===== config.mk =====
export PLATFORM = sky130hd
export DESIGN_NAME = fx2_stream_writer_flat
export DESIGN_NICKNAME = d
export VERILOG_FILES = /design/src/rtl/fx2_stream_writer_pkg.sv /design/src/rtl/fx2_stream_writer_if.sv /design/src/rtl/fx2_stream_writer_fifo.sv /design/src/rtl/fx2_stream_writer.sv /design/src/flat_wrapper.sv
export SDC_FILE = /design/constraint.sdc
export NUM_CORES = 1
export LEC_CHECK = 0
export CAP_MARGIN = 25
export CORE_MARGIN = 2
export CORE_UTILIZATION = 53
export CTS_BUF_LIST = sky130_fd_sc_hd__clkbuf_16
export DETAILED_ROUTE_END_ITERATION = 10
export PLACE_DENSITY = 0.74
export SYNTH_ARGS = -nofsm -noshare
export SYNTH_HDL_FRONTEND = slang
export SYNTH_SLANG_ARGS = --single-unit

===== constraint.sdc =====
create_clock -name clk -period 2.33 [get_ports clk]
set_input_delay 0.466 -clock clk [delete_from_list [all_inputs] [get_ports clk]]
set_output_delay 0.466 -clock clk [all_outputs]
set_load 0.05 [all_outputs]

===== src/rtl/fx2_stream_writer_pkg.sv =====
// Shared FX2 definitions: writer states, endpoint FIFOADR codes, bus/ADC widths
// and the ADC-to-bus sign extension helper.
package fx2_pkg;

    localparam int FX2_WIDTH = 16;
    localparam int ADC_WIDTH = 14;

    localparam logic [1:0] EP2_ADDR = 2'b00;
    localparam logic [1:0] EP4_ADDR = 2'b01;
    localparam logic [1:0] EP6_ADDR = 2'b10;
    localparam logic [1:0] EP8_ADDR = 2'b11;

    typedef enum logic [1:0] {
        IDLE,
        WRITE,
        PKTEND
    } fx2_state_t;

    function automatic logic [FX2_WIDTH-1:0] sext_adc(input logic [ADC_WIDTH-1:0] s);
        return {{(FX2_WIDTH - ADC_WIDTH){s[ADC_WIDTH-1]}}, s};
    endfunction

endpackage


===== src/rtl/fx2_stream_writer_if.sv =====
// FX2 slave-FIFO pin bundle; master is the FPGA writer, slave is the FX2 side.
interface fx2_stream_writer_if;
    import fx2_pkg::*;

    logic [FX2_WIDTH-1:0] fd_out;
    logic                 fd_oe;
    logic                 fx2_slwr_n;
    logic                 fx2_sloe_n;
    logic [1:0]           fx2_fifoadr;
    logic                 fx2_pktend_n;
    logic                 fx2_full_n;

    modport master (
        output fd_out,
        output fd_oe,
        output fx2_slwr_n,
        output fx2_sloe_n,
        output fx2_fifoadr,
        output fx2_pktend_n,
        input  fx2_full_n
    );

    modport slave (
        input  fd_out,
        input  fd_oe,
        input  fx2_slwr_n,
        input  fx2_sloe_n,
        input  fx2_fifoadr,
        input  fx2_pktend_n,
        output fx2_full_n
    );

endinterface


===== src/rtl/fx2_stream_writer_fifo.sv =====
// Synchronous show-ahead FIFO with occupancy count; the head word is visible
// combinationally. Callers never push when full or pop when empty.
module sync_fifo_fwft #(
    parameter int WIDTH      = 16,
    parameter int DEPTH_LOG2 = 4
) (
    input  logic                  clk,
    input  logic                  rst,
    input  logic                  push,
    input  logic [WIDTH-1:0]      push_data,
    input  logic                  pop,
    output logic [WIDTH-1:0]      head,
    output logic                  empty,
    output logic [DEPTH_LOG2:0]   count
);

    localparam int DEPTH = 2 ** DEPTH_LOG2;

    logic [WIDTH-1:0]      mem [DEPTH];
    logic [DEPTH_LOG2-1:0] wr_ptr;
    logic [DEPTH_LOG2-1:0] rd_ptr;

    always_ff @(posedge clk) begin
        if (push) begin
            mem[wr_ptr] <= push_data;
        end
    end

    always_ff @(posedge clk) begin
        if (rst) begin
            wr_ptr <= '0;
            rd_ptr <= '0;
            count  <= '0;
        end else begin
            if (push) begin
                wr_ptr <= wr_ptr + 1'b1;
            end
            if (pop) begin
                rd_ptr <= rd_ptr + 1'b1;
            end
            // Simultaneous push and pop leaves the occupancy unchanged.
            case ({push, pop})
                2'b10:   count <= count + 1'b1;
                2'b01:   count <= count - 1'b1;
                default: count <= count;
            endcase
        end
    end

    assign head  = mem[rd_ptr];
    assign empty = (count == '0);

endmodule


===== src/rtl/fx2_stream_writer.sv =====
// Packs 14-bit I/Q pairs into 16-bit words and streams them into the FX2 EP6
// slave FIFO. Define FX2_PKTEND_TIMEOUT_EN to commit short packets after idling.
module fx2_stream_writer
    import fx2_pkg::*;
#(
    parameter int         DEPTH_LOG2  = 4,
    parameter int         PKT_WORDS   = 256,
    parameter logic [1:0] EP_ADDR     = EP6_ADDR,
    parameter int         TIMEOUT_CYC = 4096
) (
    input  logic                  clk,
    input  logic                  rst,
    input  logic                  smp_valid,
    input  logic [ADC_WIDTH-1:0]  smp_i,
    input  logic [ADC_WIDTH-1:0]  smp_q,
    fx2_stream_writer_if.master   fx2,
    output logic                  overflow,
    output logic [DEPTH_LOG2:0]   fill_level
);

    localparam int                  DEPTH     = 2 ** DEPTH_LOG2;
    localparam logic [DEPTH_LOG2:0] PAIR_ROOM = (DEPTH_LOG2 + 1)'(DEPTH - 2);
    localparam int                  WC_W      = (PKT_WORDS > 1) ? $clog2(PKT_WORDS) : 1;
    localparam logic [WC_W-1:0]     WC_LAST   = WC_W'(PKT_WORDS - 1);

    fx2_state_t           state;
    logic                 fd_oe_q;
    logic [WC_W-1:0]      word_cnt;
    logic                 prev_valid;
    logic                 q_pending;
    logic [FX2_WIDTH-1:0] q_stage;
    logic [FX2_WIDTH-1:0] push_data;
    logic [FX2_WIDTH-1:0] head;
    logic                 accept;
    logic                 push;
    logic                 pop;
    logic                 fifo_empty;

    // A pair is only taken when both words fit now; Q follows one cycle later.
    assign accept    = smp_valid && !prev_valid && (fill_level <= PAIR_ROOM);
    assign push      = accept || q_pending;
    assign push_data = q_pending ? q_stage : sext_adc(smp_i);

    always_ff @(posedge clk) begin
        if (rst) begin
            prev_valid <= 1'b0;
            q_pending  <= 1'b0;
            q_stage    <= '0;
            overflow   <= 1'b0;
        end else begin
            prev_valid <= smp_valid;
            q_pending  <= accept;
            if (accept) begin
                q_stage <= sext_adc(smp_q);
            end
            if (smp_valid && !accept) begin
                overflow <= 1'b1;
            end
        end
    end

    sync_fifo_fwft #(
        .WIDTH      (FX2_WIDTH),
        .DEPTH_LOG2 (DEPTH_LOG2)
    ) u_fifo (
        .clk       (clk),
        .rst       (rst),
        .push      (push),
        .push_data (push_data),
        .pop       (pop),
        .head      (head),
        .empty     (fifo_empty),
        .count     (fill_level)
    );

    // The strobe is gated by rst so a reset never leaves a half-finished handshake.
    assign pop = (state == WRITE) && !fifo_empty && fx2.fx2_full_n && !rst;

    assign fx2.fd_out      = fd_oe_q ? head : '0;
    assign fx2.fd_oe       = fd_oe_q;
    assign fx2.fx2_slwr_n  = !pop;
    assign fx2.fx2_sloe_n  = 1'b1;
    assign fx2.fx2_fifoadr = EP_ADDR;

`ifdef FX2_PKTEND_TIMEOUT_EN
    localparam int             TMO_W     = $clog2(TIMEOUT_CYC + 1);
    localparam logic [TMO_W-1:0] TMO_LIMIT = TMO_W'(TIMEOUT_CYC);

    logic             pktend_q;
    logic [TMO_W-1:0] tmo_cnt;

    assign fx2.fx2_pktend_n = pktend_q;
`else
    assign fx2.fx2_pktend_n = 1'b1;
`endif

    always_ff @(posedge clk) begin
        if (rst) begin
            state    <= IDLE;
            fd_oe_q  <= 1'b0;
            word_cnt <= '0;
`ifdef FX2_PKTEND_TIMEOUT_EN
            pktend_q <= 1'b1;
            tmo_cnt  <= '0;
`endif
        end else begin
            // Full packets are committed by the FX2 itself, so the counter just wraps.
            if (pop) begin
                word_cnt <= (word_cnt == WC_LAST) ? '0 : word_cnt + 1'b1;
            end
            case (state)
                IDLE: begin
                    if (!fifo_empty && fx2.fx2_full_n) begin
                        state   <= WRITE;
                        fd_oe_q <= 1'b1;
                    end
`ifdef FX2_PKTEND_TIMEOUT_EN
                    else if (tmo_cnt == TMO_LIMIT && fx2.fx2_full_n) begin
                        state    <= PKTEND;
                        pktend_q <= 1'b0;
                    end
`endif
                end
                WRITE: begin
                    if (fifo_empty) begin
                        state   <= IDLE;
                        fd_oe_q <= 1'b0;
                    end
                end
`ifdef FX2_PKTEND_TIMEOUT_EN
                PKTEND: begin
                    state    <= IDLE;
                    pktend_q <= 1'b1;
                    word_cnt <= '0;
                end
`endif
                default: state <= IDLE;
            endcase
`ifdef FX2_PKTEND_TIMEOUT_EN
            // Saturates at the limit so a commit blocked by full_n is not lost.
            if (state != IDLE || word_cnt == '0) begin
                tmo_cnt <= '0;
            end else if (tmo_cnt != TMO_LIMIT) begin
                tmo_cnt <= tmo_cnt + 1'b1;
            end
`endif
        end
    end

endmodule


===== src/flat_wrapper.sv =====
// flat-port wrapper written by rule: the top's interface ports become plain ports
module fx2_stream_writer_flat import fx2_pkg::*;
#(
    parameter int         DEPTH_LOG2  = 4,
    parameter int         PKT_WORDS   = 256,
    parameter logic [1:0] EP_ADDR     = EP6_ADDR,
    parameter int         TIMEOUT_CYC = 4096
)
  (clk, rst, smp_valid, smp_i, smp_q, overflow, fill_level, fx2_fd_out, fx2_fd_oe, fx2_fx2_slwr_n, fx2_fx2_sloe_n, fx2_fx2_fifoadr, fx2_fx2_pktend_n, fx2_fx2_full_n);
  fx2_stream_writer_if fx2_i ();
  input  logic clk;
  input  logic rst;
  input  logic smp_valid;
  input  logic [ADC_WIDTH-1:0] smp_i;
  input  logic [ADC_WIDTH-1:0] smp_q;
  output logic overflow;
  output logic [DEPTH_LOG2:0] fill_level;
  output wire logic [$bits(fx2_i.fd_out)-1:0] fx2_fd_out;
  output wire logic [$bits(fx2_i.fd_oe)-1:0] fx2_fd_oe;
  output wire logic [$bits(fx2_i.fx2_slwr_n)-1:0] fx2_fx2_slwr_n;
  output wire logic [$bits(fx2_i.fx2_sloe_n)-1:0] fx2_fx2_sloe_n;
  output wire logic [$bits(fx2_i.fx2_fifoadr)-1:0] fx2_fx2_fifoadr;
  output wire logic [$bits(fx2_i.fx2_pktend_n)-1:0] fx2_fx2_pktend_n;
  input wire logic [$bits(fx2_i.fx2_full_n)-1:0] fx2_fx2_full_n;
  assign fx2_fd_out = fx2_i.fd_out;
  assign fx2_fd_oe = fx2_i.fd_oe;
  assign fx2_fx2_slwr_n = fx2_i.fx2_slwr_n;
  assign fx2_fx2_sloe_n = fx2_i.fx2_sloe_n;
  assign fx2_fx2_fifoadr = fx2_i.fx2_fifoadr;
  assign fx2_fx2_pktend_n = fx2_i.fx2_pktend_n;
  assign fx2_i.fx2_full_n = fx2_fx2_full_n;
  fx2_stream_writer #(.DEPTH_LOG2(DEPTH_LOG2), .PKT_WORDS(PKT_WORDS), .EP_ADDR(EP_ADDR), .TIMEOUT_CYC(TIMEOUT_CYC)) u_core (.clk(clk), .rst(rst), .smp_valid(smp_valid), .smp_i(smp_i), .smp_q(smp_q), .fx2(fx2_i), .overflow(overflow), .fill_level(fill_level));
endmodule

==> impl_metrics.toml, run 1 <==
[run_status]
status = "complete, but fails checks"
violations = "negative setup slack"

[timing]
slew_headroom = 0.667
maxSlewViolCount = 0
setup-violations-final = 16
period_minus_slack_ps = 2620
clock_skew_ps = 8.73
hold_viol_final = 0
finalCritPeriodShare = 1.13
timing.hold.ws_ps = 455
rsz0062_at_grt = "true"
fmax_mhz = 381
setup_ws_ps = -294
tightestPinTransition_ps = 498

[detailed_routing]
viasPerCell = 5.76
wl_per_cell_um = 21.8
vias = 6157
drt_iter0_drc = 557
drt-total-wl_um = 23300
first_pass_iters = 4
drc = 0
ant_nets = 0

[clock_network]
numClockSinks = 259
hold_buffers = 0
clkLatencyLatePin_ps = 510
cts-root-buf = "clkbuf_16"
cts_buffers = 25
htreeDepth = 1
cts.path.max_buffers = 3
tritoncts = "built"
clk_pin_slew_ps = 70

[flow_run]
maxCapViolCount = 0

[setup_path]
crit_required_ps = 1860
r2r_slack_ps = 110
path_class = "flop to output port"
crit_arrival_ps = 2160
r2r-start = "u_core.u_fifo.count[0]"
cp_slowest_cell = "mux4_2"
crit_end = "fx2_fd_out[4]"
critPathMaxFanout = 8
crit_path_start_kind = "flop"
crit_path_end_kind = "output port"
cpPeakStageDelay_ps = 510
reg2reg_depth = 9
worst_path_most_repeated_cell = "buf_6"
r2r-end = "u_core.u_fifo.count[4]"
worstPathCellList = "buf_12 -> buf_6 -> mux4_2 -> nand2b_4 -> nand3_2 -> o21ai_2 -> buf_6"

[cells_and_area]
fill_cells = 1299
area_growth_pct = 24.9
antenna_cells = 0
final_cell_area_um2 = 13100
final_common_cell = "edfxtp_1"
mostFrequentLayoutCells = "edfxtp_1 (224), mux2i_1 (89), nand2_1 (51), buf_4 (51), clkdlybuf4s50_1 (38)"
layout-drive-gt1-share = 0.264
finalNetCount = 827

[global_routing]
grt_pass1_wl_um = 35100
antenna_found_initial = 0
met1_usage = 0.306
track_usage = 0.226
grt_pass1_vias = 6217
grt_remaining_overflow = 0
gr-usage-met3 = 0.0308
grt_max_degree = 37
use_met2 = 0.390
grt_busiest_layer = "met2"

[logic_synthesis]
netlist_area_um2 = 10500
ys.flop_type = "edfxtp_1"
ys_ff_latch = 259
synth_edf_count = 224
synth_cell_types = 46
synthArstFlopShare = 0
yosys_warnings = 0
synthCells = 672
synth.avg_cell_area_um2 = 15.6
ys_seq_area_frac = 0.709

[floorplan]
ioPinCount = 60
die_y_um = 145
dieWidth_um = 145
rows = 51
dieArea_um2 = 20900
core-area_um2 = 19400
start_util = 0.540

[pwr]
pwr_density_cell_nw_per_um2 = 845
vdd_drop_max_mv = 0.580
p_leak_uw = 0.00433

[placement]
place_area_um2 = 11800
io_buffers = 55
pre_cts_ws_ps = -308
gp_congestion = 0.850
hpwlAfterDp_um = 14400

[hold_path]
hp-class = "flop to flop"
## logic make-up after synthesis
kind of cell / Yosys count / synth area share
and+or+nand+nor: 127 / 0.0558
xor gates and xnor gates: 6 / 0.00502
other: 2 / 0.000717
DFF: 259 / 0.709
adders and majority gates: 8 / 0.00956
AOI/OAI and AO/OA: 101 / 0.0635
buffers and inverters: 50 / 0.0259
muxes: 119 / 0.130
## cell usage after synthesis (2+ instances only)
cell type / n / share of area
a21oi_1: 24 / 0.011
a22oi_1: 41 / 0.029
a31oi_1: 2 / 0.0012
buf_1: 2 / 0.00072
buf_2: 7 / 0.0033
buf_4: 18 / 0.013
clkbuf_1: 17 / 0.0061
conb_1: 2 / 0.00072
dfxtp_1: 35 / 0.067
edfxtp_1: 224 / 0.64
ha_1: 8 / 0.0096
inv_1: 4 / 0.0014
mux2_2: 15 / 0.016
mux2i_1: 91 / 0.087
mux4_2: 12 / 0.026
nand2_1: 53 / 0.019
nand2b_1: 12 / 0.0072
nand3_1: 15 / 0.0072
nor2_1: 25 / 0.0090
nor2b_1: 6 / 0.0036
nor3_1: 5 / 0.0024
o211ai_1: 6 / 0.0043
o21ai_0: 6 / 0.0029
o21ai_1: 14 / 0.0067
or3_1: 3 / 0.0018
xnor2_1: 3 / 0.0025
xor2_1: 3 / 0.0025
## worst min-delay path by stage
stage / startpoint / endpoint / depth (start not counted)
finish: u_core.q_stage[4] / u_core.q_stage[4] / 2
global route: u_core.q_stage[4] / u_core.q_stage[4] / 2
CTS: u_core.q_stage[4] / u_core.q_stage[4] / 2
detailed placement: u_core.q_stage[1] / u_core.q_stage[1] / 2
global placement: u_core.q_stage[10] / u_core.q_stage[10] / 2
floorplan: u_core.q_stage[0] / u_core.q_stage[0] / 2
## repair_timing
action	4_1_cts	5_1_grt
gates cloned	6	0
pin swaps	14	27
buffers inserted	5	13
resized for setup	45	15
setup endpoints to repair	16	18
## critical path: cells and delay by family (launching register included)
family	cells	cell delay (ps)
flip-flops	1	400
buffers and inverters	3	420
AO/OA/AOI/OAI	1	60
multiplexers	1	510
AND/OR/NAND/NOR	2	250
## final cells by class
type | count | area [um^2] | share of cell area
Clock buffer | 25 | 626 | 0.0479
Clock inverter | 18 | 151 | 0.0116
Inverter | 5 | 18.8 | 0.00144
Multi-Input combinational cell | 365 | 3000 | 0.230
Sequential cell | 259 | 7450 | 0.570
Tap cell | 265 | 332 | 0.0254
Timing Repair Buffer | 131 | 1490 | 0.114
## state kept, by name, indices dropped and copies added, names as in the netlist, named ones only
signal,cells
u_core.u_fifo.mem,224
u_core.q_stage,14
u_core.u_fifo.count,5
u_core.u_fifo.rd_ptr,4
u_core.u_fifo.wr_ptr,4
u_core.fx2.fd_oe,1
u_core.overflow,1
u_core.prev_valid,1
u_core.q_pending,1
## through the flow
step                       util  std cells  power, uW  setup TNS [ps]
after floorplan               -        674       6550           -18.0
after global placement    0.606       1003       7040           -2990
after detailed placement  0.606       1003       7080           -5940
after CTS                 0.668       1057      11100           -3430
after global routing      0.674       1068      11400           -4910
final                     0.674       1068      11000           -3630
## power by group
| part | total, uW | internal (uW) | switching (uW) | leakage [uW] |
|---|---|---|---|---|
| Combinational | 1810 | 740 | 1070 | 0.00161 |
| Sequential | 5390 | 5280 | 114 | 0.00231 |
| Clock | 3850 | 2260 | 1580 | 0.000406 |
## routing by layer
layer | routed length, um | up-vias
li1 | - | 2804
met1 | 9620 | 3063
met2 | 11700 | 247
met3 | 1420 | 43
met4 | 566 | 0
met5 | 0 | -
Power figures use the tool's default switching activity.
==> inputs of run 2 (changes only) <==
--- a/config.mk
+++ b/config.mk
@@ -10,7 +10,9 @@
 export CORE_UTILIZATION = 53
 export CTS_BUF_LIST = sky130_fd_sc_hd__clkbuf_16
 export DETAILED_ROUTE_END_ITERATION = 10
-export PLACE_DENSITY = 0.74
+export GPL_TIMING_DRIVEN = 0
+export PLACE_DENSITY = 0.75
+export REMOVE_ABC_BUFFERS = 1
 export SYNTH_ARGS = -nofsm -noshare
 export SYNTH_HDL_FRONTEND = slang
 export SYNTH_SLANG_ARGS = --single-unit
==> run 2 against run 1 <==
Compared with the run above: the run still ends with negative setup slack left; worst hold slack got worse by 2.4 ps; global-route usage increased by 1.4 points; power decreased by 0.92%; largest cell class unchanged; count of clock-buffer cells in the layout increased by 1; first-iteration DRC count decreased by 9.9%; critical path type unchanged; register-to-register slack about the same.
==> impl_metrics.toml, run 2 (synthesized netlist as in run 1, its figures left out) <==
[detailed_routing]
vias = 6220
viasPerCell = 5.95
ant_nets = 0
drt-total-wl_um = 25100
drc = 0
wl_per_cell_um = 24.0
drt_iter0_drc = 502
first_pass_iters = 5

[timing]
period_minus_slack_ps = 2570
slew_headroom = 0.480
rsz0062_at_grt = "true"
finalCritPeriodShare = 1.10
setup_ws_ps = -236
setup-violations-final = 16
tightestPinTransition_ps = 778
hold_viol_final = 0
maxSlewViolCount = 0
fmax_mhz = 390
clock_skew_ps = 9.97
timing.hold.ws_ps = 452

[placement]
hpwlAfterDp_um = 14300
io_buffers = 55
place_area_um2 = 11500
gp_congestion = 0.767
dp_cells = 968
pre_cts_ws_ps = -1210

[hold_path]
hp-class = "flop to flop"

[floorplan]
rows = 51
core-area_um2 = 19400
die_y_um = 145
dieWidth_um = 145
ioPinCount = 60
start_util = 0.540
dieArea_um2 = 20900

[cells_and_area]
largest_reg_flops = 224
reg.largest.list = "u_core.u_fifo.mem x224, u_core.q_stage x14, u_core.u_fifo.count x5"
area_growth_pct = 24.7
mostFrequentLayoutCells = "edfxtp_1 (224), mux2i_1 (89), nand2_1 (52), a22oi_1 (39), clkdlybuf4s50_1 (36)"
antenna_cells = 0
final_cell_area_um2 = 13100
final_common_cell = "edfxtp_1"
top_register = "u_core.u_fifo.mem"
fin_util = 0.673
final_cells = 1046
layout-drive-gt1-share = 0.264
finalNetCount = 805

[setup_path]
critPathMaxFanout = 7
crit_arrival_ps = 2100
crit_path_end_kind = "output port"
r2r-start = "u_core.u_fifo.count[1]"
crit_required_ps = 1860
path_class = "flop to output port"
r2r_slack_ps = 100
reg2reg_depth = 9
r2r-end = "u_core.u_fifo.count[4]"
crit_path_start_kind = "flop"
crit_end = "fx2_fd_out[6]"

[global_routing]
grt_pass1_wl_um = 36100
grt_busiest_layer = "met2"
use_met2 = 0.416
gr-usage-met3 = 0.0344
met1_usage = 0.302
grt_pass1_vias = 6134
antenna_found_initial = 0
grt_max_degree = 26
grt_remaining_overflow = 0
track_usage = 0.240

[pwr]
p_sw_uw = 2850
pwr-share-comb = 0.161
p_leak_uw = 0.00420
pwr-share-seq = 0.496
pwr-share-clk = 0.343
switching_share = 0.260
pwr_density_cell_nw_per_um2 = 838
vdd_drop_max_mv = 0.700
p_int_uw = 8100

[clock_network]
cts_buffers = 25
cts-root-buf = "clkbuf_16"
cts.path.max_buffers = 3
numClockSinks = 259
hold_buffers = 0
clkLatencyLatePin_ps = 510
htreeDepth = 1
tritoncts = "built"
clk_pin_slew_ps = 60

[run_status]
status = "complete, but fails checks"
violations = "negative setup slack"

[flow_run]
maxCapViolCount = 0
==> run 2: worst min path at each step <==
stage	start	to	slack (ps)	depth (start not counted)
2_1_floorplan	u_core.q_stage[0]	u_core.q_stage[0]	430	2
3_3_place_gp	u_core.q_stage[8]	u_core.q_stage[8]	440	2
3_5_place_dp	u_core.q_stage[9]	u_core.q_stage[9]	440	2
4_1_cts	u_core.q_stage[9]	u_core.q_stage[9]	450	2
5_1_grt	u_core.q_stage[11]	u_core.q_stage[11]	480	2
6_report	u_core.q_stage[8]	u_core.q_stage[8]	450	2
==> run 2: metal layers <==
metal	part of all wire	routed length [um]
met1	0.38	9540
met3	0.065	1630
met5	0	0
met4	0.034	862
met2	0.52	13000
==> run 2: repair_timing <==
action                                 in CTS  in global routing
buffers inserted                           27                  5
setup endpoints to repair                 249                 76
pin swaps                                  13                 17
endpoints found under the hold margin       0                  0
resized for setup                         187                 31
gates cloned                                4                  0
==> run 2: critical path: stages (launching register included) <==
cell	delay, ps
dfxtp_4	390
buf_12	150
buf_4	160
mux2i_2	160
a22oi_1	190
nand3_1	180
o21ai_2	160
buf_6	200
==> run 2: through the flow <==
step	setup TNS [ps]	total power (uW)
floorplan	-98040	6490
global placement	-431300	6930
detailed placement	-204820	6980
CTS	-2790	10800
global route	-3900	11300
finish	-2990	10900
==> run 2: layout make-up <==
| cell class | count | area [um^2] |
|---|---|---|
| inverter | 5 | 18.8 |
| tap | 265 | 332 |
| fill | 1216 | 6340 |
| clock inverter | 17 | 110 |
| timing repair buffer | 108 | 1290 |
| multi-input combinational | 366 | 3200 |
| clock buffer | 26 | 651 |
| sequential | 259 | 7460 |
==> run 2: power groups by stage <==
| stage | clock, uW | sequential [uW] | combinational, uW |
|---|---|---|---|
| 6_report | 3760 | 5420 | 1760 |
| 5_1_grt | 3970 | 5440 | 1860 |
| 4_1_cts | 3750 | 5400 | 1690 |
| 3_5_place_dp | 0 | 5530 | 1450 |
| 3_3_place_gp | 0 | 5560 | 1370 |
| 2_1_floorplan | 0 | 5620 | 871 |
